<file path="src/rtl/multicycle_control_unit_pkg.sv">
// ctrl_pkg: state, opcode, ALU encodings and control word shared by the multi-cycle control unit
package ctrl_pkg;
  typedef enum logic [3:0] {
    FETCH, DECODE, EXEC_R, EXEC_I, WB_ALU, MEM_ADDR, MEM_READ, MEM_WB, MEM_WRITE, BRANCH
  } state_t;
  localparam logic [4:0] OP_R      = 5'b01100;
  localparam logic [4:0] OP_I      = 5'b00100;
  localparam logic [4:0] OP_LOAD   = 5'b00000;
  localparam logic [4:0] OP_STORE  = 5'b01000;
  localparam logic [4:0] OP_BRANCH = 5'b11000;
  localparam logic [1:0] ALU_ADD = 2'b00;
  localparam logic [1:0] ALU_SUB = 2'b01;
  localparam logic [1:0] ALU_R   = 2'b10;
  localparam logic [1:0] ALU_I   = 2'b11;
  localparam logic [1:0] SRCB_RS2 = 2'b00;
  localparam logic [1:0] SRCB_4   = 2'b01;
  localparam logic [1:0] SRCB_IMM = 2'b10;
  typedef struct packed {
    logic       pc_write;
    logic       branch;
    logic       ir_write;
    logic       iord;
    logic       memread;
    logic       mem_write;
    logic       memtoreg;
    logic       reg_write;
    logic       alu_src_a;
    logic [1:0] alu_src_b;
    logic [1:0] alu_op;
  } ctrl_t;
  function automatic logic is_wait(state_t s);
    return s inside {FETCH, MEM_READ, MEM_WRITE};
  endfunction
endpackage

</file>
<file path="src/rtl/multicycle_control_unit_ctrl_out_decode.sv">
// ctrl_out_decode: combinational state to control-word decoder
module ctrl_out_decode
  import ctrl_pkg::*;
(
  input  state_t state,
  input  logic   mem_ready,
  output ctrl_t  ctrl
);
  // Moore strobes per state; only the FETCH PC/IR loads wait on memory
  always_comb begin
    ctrl = '0;
    case (state)
      FETCH: begin
        ctrl.memread   = 1'b1;
        ctrl.alu_src_b = SRCB_4;
        ctrl.pc_write  = mem_ready;
        ctrl.ir_write  = mem_ready;
      end
      DECODE: ctrl.alu_src_b = SRCB_IMM;
      EXEC_R: begin
        ctrl.alu_src_a = 1'b1;
        ctrl.alu_op    = ALU_R;
      end
      EXEC_I: begin
        ctrl.alu_src_a = 1'b1;
        ctrl.alu_src_b = SRCB_IMM;
        ctrl.alu_op    = ALU_I;
      end
      WB_ALU: ctrl.reg_write = 1'b1;
      MEM_ADDR: begin
        ctrl.alu_src_a = 1'b1;
        ctrl.alu_src_b = SRCB_IMM;
      end
      MEM_READ: begin
        ctrl.memread = 1'b1;
        ctrl.iord    = 1'b1;
      end
      MEM_WB: begin
        ctrl.reg_write = 1'b1;
        ctrl.memtoreg  = 1'b1;
      end
      MEM_WRITE: begin
        ctrl.mem_write = 1'b1;
        ctrl.iord      = 1'b1;
      end
      BRANCH: begin
        ctrl.alu_src_a = 1'b1;
        ctrl.alu_op    = ALU_SUB;
        ctrl.branch    = 1'b1;
      end
      default: ;
    endcase
  end
endmodule

</file>
<file path="src/rtl/multicycle_control_unit.sv">
// multicycle_control_unit: RV32I multi-cycle sequencer; MULTICYCLE_CTRL_PERF_CNT_EN adds the instret counter
module multicycle_control_unit
  import ctrl_pkg::*;
#(
  parameter int ALUOP_W     = 2,
  parameter int MEM_TIMEOUT = 16,
  parameter int CNT_W       = 32
) (
  input  logic               clk,
  input  logic               rst_n,
  input  logic [4:0]         opcode,
  input  logic               mem_ready,
  output logic               pc_write,
  output logic               branch,
  output logic               ir_write,
  output logic               iord,
  output logic               memread,
  output logic               MemWrite,
  output logic               memtoreg,
  output logic               RegWrite,
  output logic               ALUSrcA,
  output logic [1:0]         ALUSrcB,
  output logic [ALUOP_W-1:0] ALUOp,
  output logic               illegal,
  output logic               mem_err,
  output logic [3:0]         state_o
`ifdef MULTICYCLE_CTRL_PERF_CNT_EN
  ,
  output logic [CNT_W-1:0]   instret
`endif
);
  localparam int CW = MEM_TIMEOUT > 2 ? $clog2(MEM_TIMEOUT) : 1;
  if (CNT_W < 1 || ALUOP_W < 2) begin : g_bad_param
    $error("multicycle_control_unit: CNT_W must be >= 1 and ALUOP_W >= 2");
  end
  state_t        state, nxt;
  logic [CW-1:0] cnt;
  logic          wt, tmo, ill;
  ctrl_t         ctrl;
`ifdef MULTICYCLE_CTRL_PERF_CNT_EN
  logic          retire;
`endif
  ctrl_out_decode u_dec (.state(state), .mem_ready(mem_ready), .ctrl(ctrl));
  // Next state, timeout abort and illegal-opcode detection
  always_comb begin
    wt  = is_wait(state);
    tmo = (MEM_TIMEOUT != 0) && wt && !mem_ready && cnt == CW'(MEM_TIMEOUT - 1);
    ill = state == DECODE && !(opcode inside {OP_R, OP_I, OP_LOAD, OP_STORE, OP_BRANCH});
    nxt = state;
    case (state)
      FETCH:     nxt = tmo ? FETCH : mem_ready ? DECODE : FETCH;
      DECODE:    nxt = opcode == OP_R ? EXEC_R :
                       opcode == OP_I ? EXEC_I :
                       opcode == OP_LOAD || opcode == OP_STORE ? MEM_ADDR :
                       opcode == OP_BRANCH ? BRANCH : FETCH;
      EXEC_R:    nxt = WB_ALU;
      EXEC_I:    nxt = WB_ALU;
      WB_ALU:    nxt = FETCH;
      MEM_ADDR:  nxt = opcode == OP_LOAD ? MEM_READ : MEM_WRITE;
      MEM_READ:  nxt = mem_ready ? MEM_WB : tmo ? FETCH : MEM_READ;
      MEM_WB:    nxt = FETCH;
      MEM_WRITE: nxt = mem_ready || tmo ? FETCH : MEM_WRITE;
      BRANCH:    nxt = FETCH;
      default:   nxt = FETCH;
    endcase
`ifdef MULTICYCLE_CTRL_PERF_CNT_EN
    retire = state inside {WB_ALU, MEM_WB, BRANCH} || (state == MEM_WRITE && mem_ready);
`endif
  end
  // State register, wait counter (cleared whenever not stalling in a wait state) and retire count
  always_ff @(posedge clk or negedge rst_n) begin
    if (!rst_n) begin
      state <= FETCH;
      cnt   <= '0;
`ifdef MULTICYCLE_CTRL_PERF_CNT_EN
      instret <= '0;
`endif
    end else begin
      state <= nxt;
      cnt   <= wt && !mem_ready && !tmo ? cnt + CW'(1) : '0;
`ifdef MULTICYCLE_CTRL_PERF_CNT_EN
      if (retire) instret <= instret + CNT_W'(1);
`endif
    end
  end
  assign pc_write = rst_n & ctrl.pc_write;
  assign branch   = rst_n & ctrl.branch;
  assign ir_write = rst_n & ctrl.ir_write;
  assign iord     = rst_n & ctrl.iord;
  assign memread  = rst_n & ctrl.memread;
  assign MemWrite = rst_n & ctrl.mem_write;
  assign memtoreg = rst_n & ctrl.memtoreg;
  assign RegWrite = rst_n & ctrl.reg_write;
  assign ALUSrcA  = rst_n & ctrl.alu_src_a;
  assign ALUSrcB  = rst_n ? ctrl.alu_src_b : 2'b00;
  assign ALUOp    = rst_n ? ALUOP_W'(ctrl.alu_op) : '0;
  assign illegal  = rst_n & ill;
  assign mem_err  = rst_n & tmo;
  assign state_o  = rst_n ? state : FETCH;
endmodule

</file>
<file path="config.mk">
export PLATFORM = sky130hd
export DESIGN_NAME = multicycle_control_unit
export DESIGN_NICKNAME = d
export VERILOG_FILES = /design/src/rtl/multicycle_control_unit_pkg.sv /design/src/rtl/multicycle_control_unit_ctrl_out_decode.sv /design/src/rtl/multicycle_control_unit.sv
export SDC_FILE = /design/constraint.sdc
export NUM_CORES = 1
export LEC_CHECK = 0
export CORE_AREA = 2 2 53 55
export DETAILED_ROUTE_END_ITERATION = 10
export DIE_AREA = 0 0 55 57
export PLACE_DENSITY_LB_ADDON = 0.15
export SLEW_MARGIN = 20
export SYNTH_ARGS = -nofsm -noshare
export SYNTH_HDL_FRONTEND = slang
export SYNTH_SLANG_ARGS = --single-unit
</file>
<file path="constraint.sdc">
create_clock -name clk -period 2.6 [get_ports clk]
set_clock_uncertainty 0.15 [all_clocks]
set_input_delay 0.26 -clock clk [delete_from_list [all_inputs] [get_ports clk]]
set_output_delay 0.26 -clock clk [all_outputs]
set_load 0.01 [all_outputs]
</file>
# After elaboration in Yosys (flattened, before gate mapping)
# Index checks and enable logic that the tools add are counted.
# Widths: inputs -> output; s select.
# totals
inputBits	8
regBits	8
output_inout_bits	19
# op_classes
muxes	25
eq_ne	14
addsub	1
bitwise_logic	10
n_reduce_logical	19
# ops
operator	n
$mux 4	8
$pmux 4 s6	1
$eq 4x3->1 const B	4
$eq 4x4->1 const B	3
$and 1x1->1	10
$eq 5x4->1 const B	2
$mux 1	10
$eq 4x2->1 const B	2
$reduce_or 2->1	4
$mux 3	2
$pmux 2 s3	1
$eq 5x3->1 const B	1
$eq 5x5->1 const B	1
$logic_not 5->1	1
$reduce_bool 5->1	1
$add 4x1->4 const B	1
$eq 4x1->1 const B	1
$logic_and 1x1->1	4
$logic_not 4->1	1
$mux 2	2
$pmux 2 s2	1
$reduce_or 4->1	1
$logic_not 1->1	3
$reduce_bool 3->1	1
other kinds (2)	3

# Longest topological paths before layout
# Gate-level depths: netlist of the first run.
# depth
depth_word	7
mapped_depth	5

# Modules after synthesis
# Synthesis of the first run repeated with hierarchy kept, for this count alone.
# unflattened
cells_unflattened	94
hier_area_um2	797.0
# modules_own_cells
module	seq_area_each_um2	cells_per_inst	n_inst	area_per_inst_um2
multicycle_control_unit	200.2	69	1	593.1
ctrl_out_decode	0.0	25	1	203.9

# Worst setup path after synthesis of the first run
# No wires, ideal clock.
# synth_timing
kind	register to output
start	register state[2]
end	output pc_write
arrival_time_ns	1.298
path_stages_with_launch	6
required_ns	2.190
path_slack_ns	0.892
n_path_buf	2
path_cell_list	dfrtp_1 > buf_6 > nor2_1 > nand2_1 > nor4b_2 > buf_4
# synth_via
elab_chain_len	3
# synth_lines
element	line_no	text
start: declaration	multicycle_control_unit.sv:36	state_t state, nxt;
start signal: assignment	multicycle_control_unit.sv:79	state <= nxt;
$logic_not 4->1	-	
$mux 1	-	
$and 1x1->1	-	
end: declaration	multicycle_control_unit.sv:13	output logic pc_write,
# Every way passes these cells.

# Worst setup path in the final report of the first run
# layout_timing
start	register state[1]
end	output mem_err
# layout_via
elab_chain_len	5
word_cells_on_any_way	7
classes_between	eq/ne (2); bitwise (1); reduce/logical (4)
# layout_lines
element	line_no	text
$eq 4x3->1, or another cell as far along	multicycle_control_unit_pkg.sv:32	return s inside {FETCH, MEM_READ, MEM_WRITE};
$reduce_bool 3->1 (*)	multicycle_control_unit_pkg.sv:32	
$logic_and 1x1->1 (*) (2 in a row)	multicycle_control_unit.sv:47	tmo = (MEM_TIMEOUT != 0) && wt && !mem_ready && cnt == CW'(MEM_TIMEOUT - 1);
$and 1x1->1 (*)	multicycle_control_unit.sv:98	assign mem_err = rst_n & tmo;
end: declaration	multicycle_control_unit.sv:25	output logic mem_err,
# Mark *: on every way between the ends. The rest lies on a longest branch, timed or not.

==> results.md, run 1 <==
* Status: finished, final reports clean
* Antenna fix cells at 0
* Share of layout cells above drive strength 1 at 11.0%
* Largest net degree at the start of global routing at 15
* Post-CTS setup buffer count at 0
* Critical-path cell list: nor2_1, o21a_1, and3_1, clkdlybuf4s50_1
* Antenna viol nets, final at 0
* Post-CTS Resized at 0
* Slew @ Worst Pin at 0.508 ns
* Worst r2r src: state[1]$_DFF_PN0_
* Dpl ws at 0.288 ns
* GRT Overall Usage at 12.5%
* Final HPWL DP at 1320 um
* # hold bufs at CTS at 0
* Most used DFF post-synth: dfrtp_1
* Final nets at 120
* First-pass GRT wire length at 2920 um
* Maximum vdd drop at 159 uV
* Leading cell type in the layout, fill and taps excluded: clkdlybuf4s50_1
* Worst hold path class: reg2reg
* Critical Path Max Stage Delay at 0.56 ns
* CTS tree: done
* FF/Latch Area at 200 um2
* Later-pin clock latency in the skew report at 0.26 ns
* Final worst path period share at 95.2%
* First-pass iteration count of the detailed router at 2
* Worst Hold End: cnt[0]$_DFF_PN0_
* DRC Markers at 0
* Rows at 19
* CTS Buf Count at 3
* Die area at 0.00314 mm2
* Core area at 0.00262 mm2
* Max Clk Rate at 404 MHz
* CTS sink count at 8
* Cell Count, Final, Fillers Out at 140
* Final Setup Violations at 0
* Unrepaired setup endpoints after global routing: false
* Final max-slew violation count at 0
* Setup slack after layout at 0.124 ns
* Die Span X at 55 um
* Clk root buf: clkbuf_4
* Seq cells post-synth at 8
* Commonest cells after routing, fill and taps aside: clkdlybuf4s50_1 (26), nor2_1 (11), dfrtp_1 (8)
* Worst-path clk slew at 0.06 ns
* I/O Buffers at 26
* Initial antenna violation count at 0
* Area of the multi-input gates at 448 um2
* Initial Util at 27.0%
* Final hold vios at 0
* Post-placement cell area at 972 um2
* Number of synthesized flops with an enable pin at 0
* Final GP Congestion at 0.736
* Mean Syn Cell Area at 8.40 um2
* Mapped cell area at 706 um2
* Yosys Warn Count at 0
* H-Tree Depth at 1
* Synth async-reset ratio at 100%
* Reg-to-reg critical path endpoint: cnt[1]$_DFF_PN0_
* Critical path's slowest cell: dfrtp_1
* Startpoint types: flop
* Synth cell types at 39
* DIE HEIGHT at 57 um
* Detailed Route Iter0 Violations at 7
* Worst hold path stage count at 1
* Max FO, Critical Path at 14
* Fin area at 995 um2
* Worst slew margin at 66.1%
* Clk buf depth at 2
* Pwr dens at 370 mW/mm2
* FILL cells at 287
* Syn Nets at 93
* Wire per inst at 12.3 um
* Tmin final at 2.48 ns
* I/O pins at 27
* Hold path start: cnt[0]$_DFF_PN0_
* Post-Synthesis Cells at 84
* Maximum Capacitance Violations at 0
* R2R Setup Slk at 1.06 ns
* Setup_tns at 0 ns
* Vias in the first global route at 714
* Post-synthesis sequential area ratio at 28.4%
* DP Cell Count at 137
* Grt total ovfl at 0
* WS Path Type: reg2out
* Area grow syn2layout at 41.0%
* Routed Wire Length at 1730 um
* Setup crit end kind: output pin
* Final core utilization at 38.0%
* DR vias/cell at 5.09
* Worst EP arrival at 2.07 ns
* Worst R2R Path Depth at 3
* WP data required at 2.19 ns
* P_leak at 0.392 nW
* Routed via count at 712
flip-flops by register name, summed over array words and instances (netlist names):
| register | cells |
|---|---|
| cnt | 4 |
| state | 4 |
per-stage QoR:
| stage | total power [mW] | hold WS [ns] |
|---|---|---|
| after floorplan | 0.216 | -0.186 |
| after global placement | 0.272 | 0.300 |
| after detailed placement | 0.271 | 0.308 |
| after CTS | 0.371 | 0.315 |
| after global routing | 0.390 | 0.368 |
| final | 0.368 | 0.323 |
kinds of logic after synthesis:
logic type	Yosys count	synth area share, %
flip-flops	8	28.4
AO/OA/AOI/OAI	16	16.3
multiplexers	2	2.84
adder cells (fa/ha/maj)	1	1.77
XOR/XNOR	4	4.97
AND/OR/NAND/NOR	44	37.6
buffers and inverters	9	8.16
worst max-delay path: cells and delay by family (launching register included):
kind | cells | cell delay (ns)
AO/OA/AOI/OAI | 1 | 0.21
AND/OR/NAND/NOR | 2 | 0.51
buffers and inverters | 1 | 0.53
flip-flops | 1 | 0.56
where the power goes:
group	switching (mW)	leakage, nW	internal (mW)
logic	0.0533	0.269	0.0630
clock network	0.0453	0.0138	0.0530
registers	0.0200	0.109	0.133
total	0.119	0.392	0.249
worst max-delay path by stage:
stage                           to               start
final                      mem_err  state[1]$_DFF_PN0_
after global routing       mem_err  state[2]$_DFF_PN0_
after CTS                  mem_err  state[1]$_DFF_PN0_
after detailed placement  ir_write               rst_n
after global placement    pc_write               rst_n
after floorplan           pc_write  state[2]$_DFF_PN0_
routing by layer:
| metal | vias to the layer above | part of all wire (%) | GRT usage [%] |
|---|---|---|---|
| li1 | 354 | - | - |
| met1 | 336 | 47 | 15.7 |
| met2 | 17 | 47 | 20.4 |
| met3 | 5 | 3.8 | 1.57 |
| met4 | 0 | 2.5 | 6.27 |
| met5 | - | 0 | 0 |
area by class of cell:
type	instances	share of cell area [%]
multi-input combinational	67	45.0
timing repair buffer	27	26.9
sequential	8	20.1
tap	31	3.90
clock buffer	3	2.26
inverter	4	1.76
Yosys cell counts (2+ instances only):
cell / instances / share of area [%]
xnor2_1: 2 / 2.5
and3_1: 2 / 1.8
mux2i_1: 2 / 2.8
o21ai_0: 2 / 1.4
nor2_1: 11 / 5.9
nand2b_1: 2 / 1.8
o21a_1: 2 / 2.1
inv_1: 3 / 1.6
dfrtp_1: 8 / 28
a21oi_1: 3 / 2.1
nor3b_1: 4 / 4.3
and2_1: 4 / 3.5
nand2_1: 3 / 1.6
nand4_1: 2 / 1.8
o211ai_1: 2 / 2.1
xor2_1: 2 / 2.5
nand3b_1: 3 / 3.2
buf_2: 2 / 1.4
nor3_1: 3 / 2.1
nand3_1: 2 / 1.4
buf_6: 2 / 3.2
No activity file was read; power rests on OpenSTA's default activity.
==> run 2, diff against run 1 <==
--- a/config.mk
+++ b/config.mk
@@ -5,9 +5,11 @@
 export SDC_FILE = /design/constraint.sdc
 export NUM_CORES = 1
 export LEC_CHECK = 0
-export CORE_AREA = 2 2 53 55
+export ABC_AREA = 1
+export CORE_AREA = 2 2 51 53
 export DETAILED_ROUTE_END_ITERATION = 10
-export DIE_AREA = 0 0 55 57
+export DIE_AREA = 0 0 53 55
+export GPL_TIMING_DRIVEN = 0
 export PLACE_DENSITY_LB_ADDON = 0.15
 export SLEW_MARGIN = 20
 export SYNTH_ARGS = -nofsm -noshare
==> constraint.sdc (replaced) <==
create_clock -name clk -period 2.6 [get_ports clk]
set_clock_uncertainty 0.15 [all_clocks]
set_input_delay 0.26 -clock clk [delete_from_list [all_inputs] [get_ports clk]]
set_output_delay 0.26 -clock clk [all_outputs]
set_load 0.1 [all_outputs]
==> run 2 against run 1 <==
Effect of this change: hold slack got worse by 0.0079 ns; synthesized cell count rose by 14%; combinational power rose by 110%; sequential share of layout area fell by 0.68 points; sequential power fell by 5%; sequential cell count did not move; area after synthesis fell by 6.9%; setup slack improved by 0.052 ns; critical path type unchanged; critical endpoint is now RegWrite.
==> results.md, run 2 <==
* Largest net degree at the start of global routing at 11
* Status: finished, final reports clean
* P_sw at 231 uW
* Power consumption at 476 uW
* Mean Syn Cell Area at 6.84 um2
* Antenna viol nets, final at 0
* I/O Buffers at 26
* Antenna fix cells at 0
* Sequential cell fraction of total power at 30.4%
* Maximum Capacitance Violations at 0
* Tmin final at 2.42 ns
* Syn Nets at 105
* Clock Power Share at 19.6%
* P_leak at 0.502 nW
* Worst r2r src: state[3]$_DFF_PN0_
* I/O pins at 27
* Top post-synthesis cells by count: inv_1 (16), nor2_1 (14), nand2_1 (12), dfrtp_1 (8)
* Internal at 245 uW
* Detailed Route Iter0 Violations at 12
* Hold path start: cnt[0]$_DFF_PN0_
* Routed via count at 705
* Share of layout cells above drive strength 1 at 34.9%
* Final HPWL DP at 1320 um
* Routed Wire Length at 1660 um
* Worst hold path class: reg2reg
* Largest registers: cnt x4, state x4
* Sw frac at 48.5%
* DR vias/cell at 4.52
* Max FO, Critical Path at 4
* Post-synth top area cell: dfrtp_1
* Synth async-reset ratio at 100%
* Grt total ovfl at 0
* Pwr dens at 462 mW/mm2
* Critical path's slowest cell: clkdlybuf4s15_1
* Worst hold path stage count at 1
* DRC Markers at 0
* Worst R2R Path Depth at 6
* Top cell by count, worst path: inv_1
* GR Util met2 at 19.8%
* Mapped cell area at 657 um2
* Fin area at 0.00103 mm2
* Seq cells post-synth at 8
* GR Util met3 at 1.88%
* Clk buf depth at 2
* Max Clk Rate at 413 MHz
* Final nets at 137
* Critical Path Max Stage Delay at 0.86 ns
* Die area at 0.00292 mm2
* Area grow syn2layout at 56.8%
* Final hold vios at 0
* Top area cells in the synthesized netlist: dfrtp_1 (30%), inv_1 (9.1%), nor2_1 (8.0%), nand2_1 (6.9%), nor2_2 (5.7%)
* Maximum vdd drop at 273 uV
* Post-CTS setup buffer count at 0
* FILL cells at 261
* Initial Util at 27.8%
* Setup crit end kind: output pin
* Number of synthesized flops with an enable pin at 0
* Yosys Warn Count at 0
* Met1 Track Usage GR at 18.0%
* Commonest cells after routing, fill and taps aside: inv_1 (16), nor2_1 (14), nand2_1 (12)
* Die Span X at 53 um
* Reg-to-reg critical path endpoint: state[2]$_DFF_PN0_
* WS Path Type: reg2out
* R2R Setup Slk at 1.11 ns
* Worst slew margin at 35.8%
* Vias in the first global route at 597
* Top-area cell type share of the netlist area at 30.5%
* Later-pin clock latency in the skew report at 0.25 ns
* Grt peak-use layer: met2
* Worst Hold End: cnt[0]$_DFF_PN0_
* CTS tree: done
* Initial antenna violation count at 0
* Slew @ Worst Pin at 0.960 ns
* Final GP Congestion at 0.767
* First-pass iteration count of the detailed router at 4
* Setup_tns at 0 ns
* Synth cell types at 24
* Combinational power share at 49.9%
* Most frequent cell after synthesis: inv_1
* First-pass GRT wire length at 2730 um
* GRT Overall Usage at 13.0%
* WP data required at 2.19 ns
* Final Setup Violations at 0
* Startpoint types: flop
* Critical-path cell list: inv_1, nand2_2, inv_1, nor4_2, clkdlybuf4s15_1
* Unrepaired setup endpoints after global routing: false
* Post-placement cell area at 991 um2
* Post-synthesis sequential area ratio at 30.5%
* Wire per inst at 10.6 um
* Clk root buf: clkbuf_4
* Rows at 18
* Worst-path clk slew at 0.05 ns
* CTS sink count at 8
* Core area at 0.00236 mm2
* Final max-slew violation count at 0
* Leading cell type in the layout, fill and taps excluded: inv_1
* Most used DFF post-synth: dfrtp_1
* Final core utilization at 43.5%
* Worst EP arrival at 2.01 ns
* Final worst path period share at 93.2%
* CTS Buf Count at 3
* Post-Synthesis Cells at 96
* H-Tree Depth at 1
* DIE HEIGHT at 55 um
## run 2: cell types whose count changed after synthesis, moves of 5 or more
cell / before / now
nand2_1: 3 / 12
nand2_2: 0 / 5
nor2_2: 0 / 6
inv_1: 3 / 16
## run 2: power by group through the flow
stage / clock [mW] / combinational, mW / sequential (mW)
5_1_grt: 0.104 / 0.252 / 0.146
4_1_cts: 0.0986 / 0.240 / 0.145
3_5_place_dp: 0 / 0.243 / 0.147
2_1_floorplan: 0 / 0.188 / 0.144
3_3_place_gp: 0 / 0.241 / 0.146
6_report: 0.0934 / 0.238 / 0.145
## run 2: worst max path at each step
stage                             from  endpoint  slack (ns)  cells after the start
finish              state[1]$_DFF_PN0_  RegWrite        0.18                      5
global route        state[3]$_DFF_PN0_   mem_err        0.06                      6
CTS                 state[3]$_DFF_PN0_  RegWrite        0.16                      4
detailed placement               rst_n  pc_write       -0.87                      6
global placement                 rst_n  pc_write       -0.88                      6
floorplan           state[3]$_DFF_PN0_  RegWrite       -0.13                      3
## run 2: layer usage
| layer | wire length [um] | share of wire [%] | vias to the layer above |
|---|---|---|---|
| li1 | - | - | 369 |
| met1 | 797 | 48 | 318 |
| met2 | 788 | 47 | 18 |
| met3 | 75 | 4.5 | 0 |
| met4 | 0 | 0 | 0 |
| met5 | 0 | 0 | - |
## run 2: stage by stage
step           instances  worst slack (ns)  hold slack (ns)
2_1_floorplan         96            -0.126           -0.186
3_3_place_gp         152            -0.879            0.295
3_5_place_dp         152            -0.872            0.308
4_1_cts              156             0.159            0.315
5_1_grt              156            0.0552            0.336
6_report             156             0.176            0.315
## run 2: cell type report
type,count,area [um2],share of cell area [%]
Sequential cell,8,200,19.4
Buffer,2,11.3,1.09
Inverter,20,75.1,7.29
Tap cell,30,37.5,3.65
Multi-Input combinational cell,66,407,39.5
Timing Repair Buffer,27,277,26.9
Clock buffer,3,22.5,2.19
## run 2: cells by family after synthesis
group	count (synthesis)	synth area share, %
simple gates	54	43.6
fa+ha+maj	1	1.90
flops	8	30.5
compound gates	9	8.19
xor+xnor	2	2.67
buf+inv	22	13.1
## run 2: critical path: cells and delay by family (launching register included)
kind          cells  cell delay, ns
buf+inv           3            1.05
flops             1            0.43
simple gates      2            0.28
## run 2: what timing repair did
action	CTS	global route
setup endpoints to repair	19	0
hold endpoints to repair	8	0
gates resized for setup	43	0
hold buffers	1	0
==> run 3, diff against run 2 <==
--- a/config.mk
+++ b/config.mk
@@ -5,10 +5,9 @@
 export SDC_FILE = /design/constraint.sdc
 export NUM_CORES = 1
 export LEC_CHECK = 0
-export ABC_AREA = 1
-export CORE_AREA = 2 2 51 53
+export CORE_AREA = 2 2 41 71
 export DETAILED_ROUTE_END_ITERATION = 10
-export DIE_AREA = 0 0 53 55
+export DIE_AREA = 0 0 43 73
 export GPL_TIMING_DRIVEN = 0
 export PLACE_DENSITY_LB_ADDON = 0.15
 export SLEW_MARGIN = 20
==> run 3 against run 2 <==
Effect of this change: sequential power is essentially flat; final cell count shrank 9.6%; hold slack lost 0.0070 ns; largest power group unchanged.
==> results.md, run 3 (synthesis gave the netlist of run 1 again) <==
* Status: finished, final reports clean
* Antenna viol nets, final at 0
* Antenna fix cells at 0
* Maximum Capacitance Violations at 0
* Grt total ovfl at 0
* P_leak at 0.482 nW
* Critical path's slowest cell: clkdlybuf4s15_1
* Commonest cells after routing, fill and taps aside: nor2_1 (11), dfrtp_1 (8), dlygate4sd2_1 (7)
* Final worst path period share at 96.9%
* Core area at 0.00263 mm2
* Post-Route M1 WL at 789 um
* Cell family with most CP delay: buffers and inverters
* GRT Overall Usage at 13.9%
* Die Span X at 43 um
* I/O pins at 27
* Final core utilization at 40.7%
* Leading cell type in the layout, fill and taps excluded: nor2_1
* Initial Util at 26.9%
* CTS sink count at 8
* Final GP Congestion at 0.809
* Final Setup Violations at 0
* Vias in the first global route at 710
* Crit path launch: state[3]$_DFF_PN0_
* Largest registers: cnt x4, state x4
* Unrepaired setup endpoints after global routing: false
* Slew @ Worst Pin at 0.967 ns
* Rows at 25
* H-Tree Depth at 1
* Worst-path clk slew at 0.04 ns
* Detailed Route Iter0 Violations at 11
* Startpoint types: flop
* Max Used Layer: met4
* Clk root buf: clkbuf_8
* I/O Buffers at 26
* Final HPWL DP at 1570 um
* Worst r2r src: cnt[0]$_DFF_PN0_
* Routed via count at 720
* Wire per inst at 14.6 um
* Crit path capture: iord
* Pwr dens at 496 mW/mm2
* WP data required at 2.19 ns
* Wire length on met2 at 1130 um
* First-pass GRT wire length at 3240 um
* DIE HEIGHT at 73 um
* Setup_tns at 0 ns
* Worst EP arrival at 2.11 ns
* Worst R2R Path Depth at 4
* Final max-slew violation count at 0
* R2R Setup Slk at 1.15 ns
* WS Path Type: reg2out
* Area grow syn2layout at 51.4%
* Initial antenna violation count at 0
* DR vias/cell at 5.11
* Largest net degree at the start of global routing at 11
* Routed Wire Length at 2050 um
* CTS Buf Count at 3
* Max FO, Critical Path at 5
* Final nets at 125
* First-pass iteration count of the detailed router at 4
* DRC Markers at 0
* Post-placement cell area at 0.00103 mm2
* Critical Path Max Stage Delay at 0.83 ns
* Final hold vios at 0
* Reg-to-reg critical path endpoint: state[1]$_DFF_PN0_
* Die area at 0.00314 mm2
* Worst hold path class: reg2reg
* Worst slew margin at 35.8%
* Setup crit end kind: output pin
* Later-pin clock latency in the skew report at 0.23 ns
* Maximum vdd drop at 214 uV
* Max Clk Rate at 397 MHz
* Metal3 WL at 59 um
* Critical-path cell list: nand2b_1, or2_4, a21oi_2, clkdlybuf4s15_1
* Buffer and inverter count on the worst path at 1
* WP depth at 4
* CTS tree: done
* Fin area at 0.00107 mm2
* Tmin final at 2.52 ns
* Clk buf depth at 2
* Share of layout cells above drive strength 1 at 25.4%
[run 3: cell count changes in the layout (fill, tap and decap cells not counted), sizes merged, moves of 3 or more]
cell,change
nand3b,+3
nand2b,+3
buf,+3
dlygate4sd2,+3
nor3b,+4
nor2,-10
and2,+5
nand3,-7
inv,-16
nand2,-14
clkdlybuf4s50,-3
[run 3: layout make-up]
type	count	area (um2)
fillers	308	1560
multi-input cells	67	477
repair buffers	27	259
flip-flops and latches	8	200
clock buffers	3	41.3
plain buffers	5	40.0
well taps	27	33.8
inverters	4	17.5
[run 3: metal layers]
layer / vias to the layer above / track usage [%]
met3: 6 / 1.49
li1: 360 / -
met5: - / 0
met2: 15 / 25.9
met4: 0 / 9.76
met1: 339 / 13.7
[run 3: through the flow]
stage / cells / hold slack (ns) / setup slack [ns] / power [mW]
floorplan: 84 / -0.186 / -0.608 / 0.327
global placement: 137 / 0.314 / -0.910 / 0.389
detailed placement: 137 / 0.315 / -0.935 / 0.390
CTS: 141 / 0.320 / 0.00817 / 0.535
global route: 141 / 0.336 / 0.000242 / 0.557
finish: 141 / 0.308 / 0.0805 / 0.530
[run 3: worst register-to-register path: cells and delay by family (launching register included)]
family | cells | cell delay (ns)
DFF | 1 | 0.36
adders and majority gates | 1 | 0.19
AOI/OAI and AO/OA | 2 | 0.42
and+or+nand+nor | 1 | 0.19
[run 3: report_power, final]
| part | leakage [nW] | internal, mW | total, mW | switching, mW |
|---|---|---|---|---|
| clock network | 0.0216 | 0.100 | 0.149 | 0.0483 |
| logic | 0.352 | 0.0645 | 0.239 | 0.175 |
| registers | 0.109 | 0.134 | 0.142 | 0.00856 |
[run 3: worst min-delay path by stage]
stage                                start          endpoint  slack (ns)  cells after the start
after CTS                 cnt[0]$_DFF_PN0_  cnt[0]$_DFF_PN0_        0.32                      1
after detailed placement  cnt[0]$_DFF_PN0_  cnt[0]$_DFF_PN0_        0.31                      1
after global routing      cnt[0]$_DFF_PN0_  cnt[0]$_DFF_PN0_        0.34                      1
final                     cnt[0]$_DFF_PN0_  cnt[0]$_DFF_PN0_        0.31                      1
after global placement    cnt[0]$_DFF_PN0_  cnt[0]$_DFF_PN0_        0.31                      1
after floorplan                      rst_n  cnt[0]$_DFF_PN0_       -0.19                      0
[run 3: repair_timing]
action / in CTS / in global routing
hold endpoints to repair: 8 / 0
endpoints found under the setup margin: 19 / 7
buffers inserted: 0 / 0
resized for setup: 36 / 9
hold buffers: 1 / 0
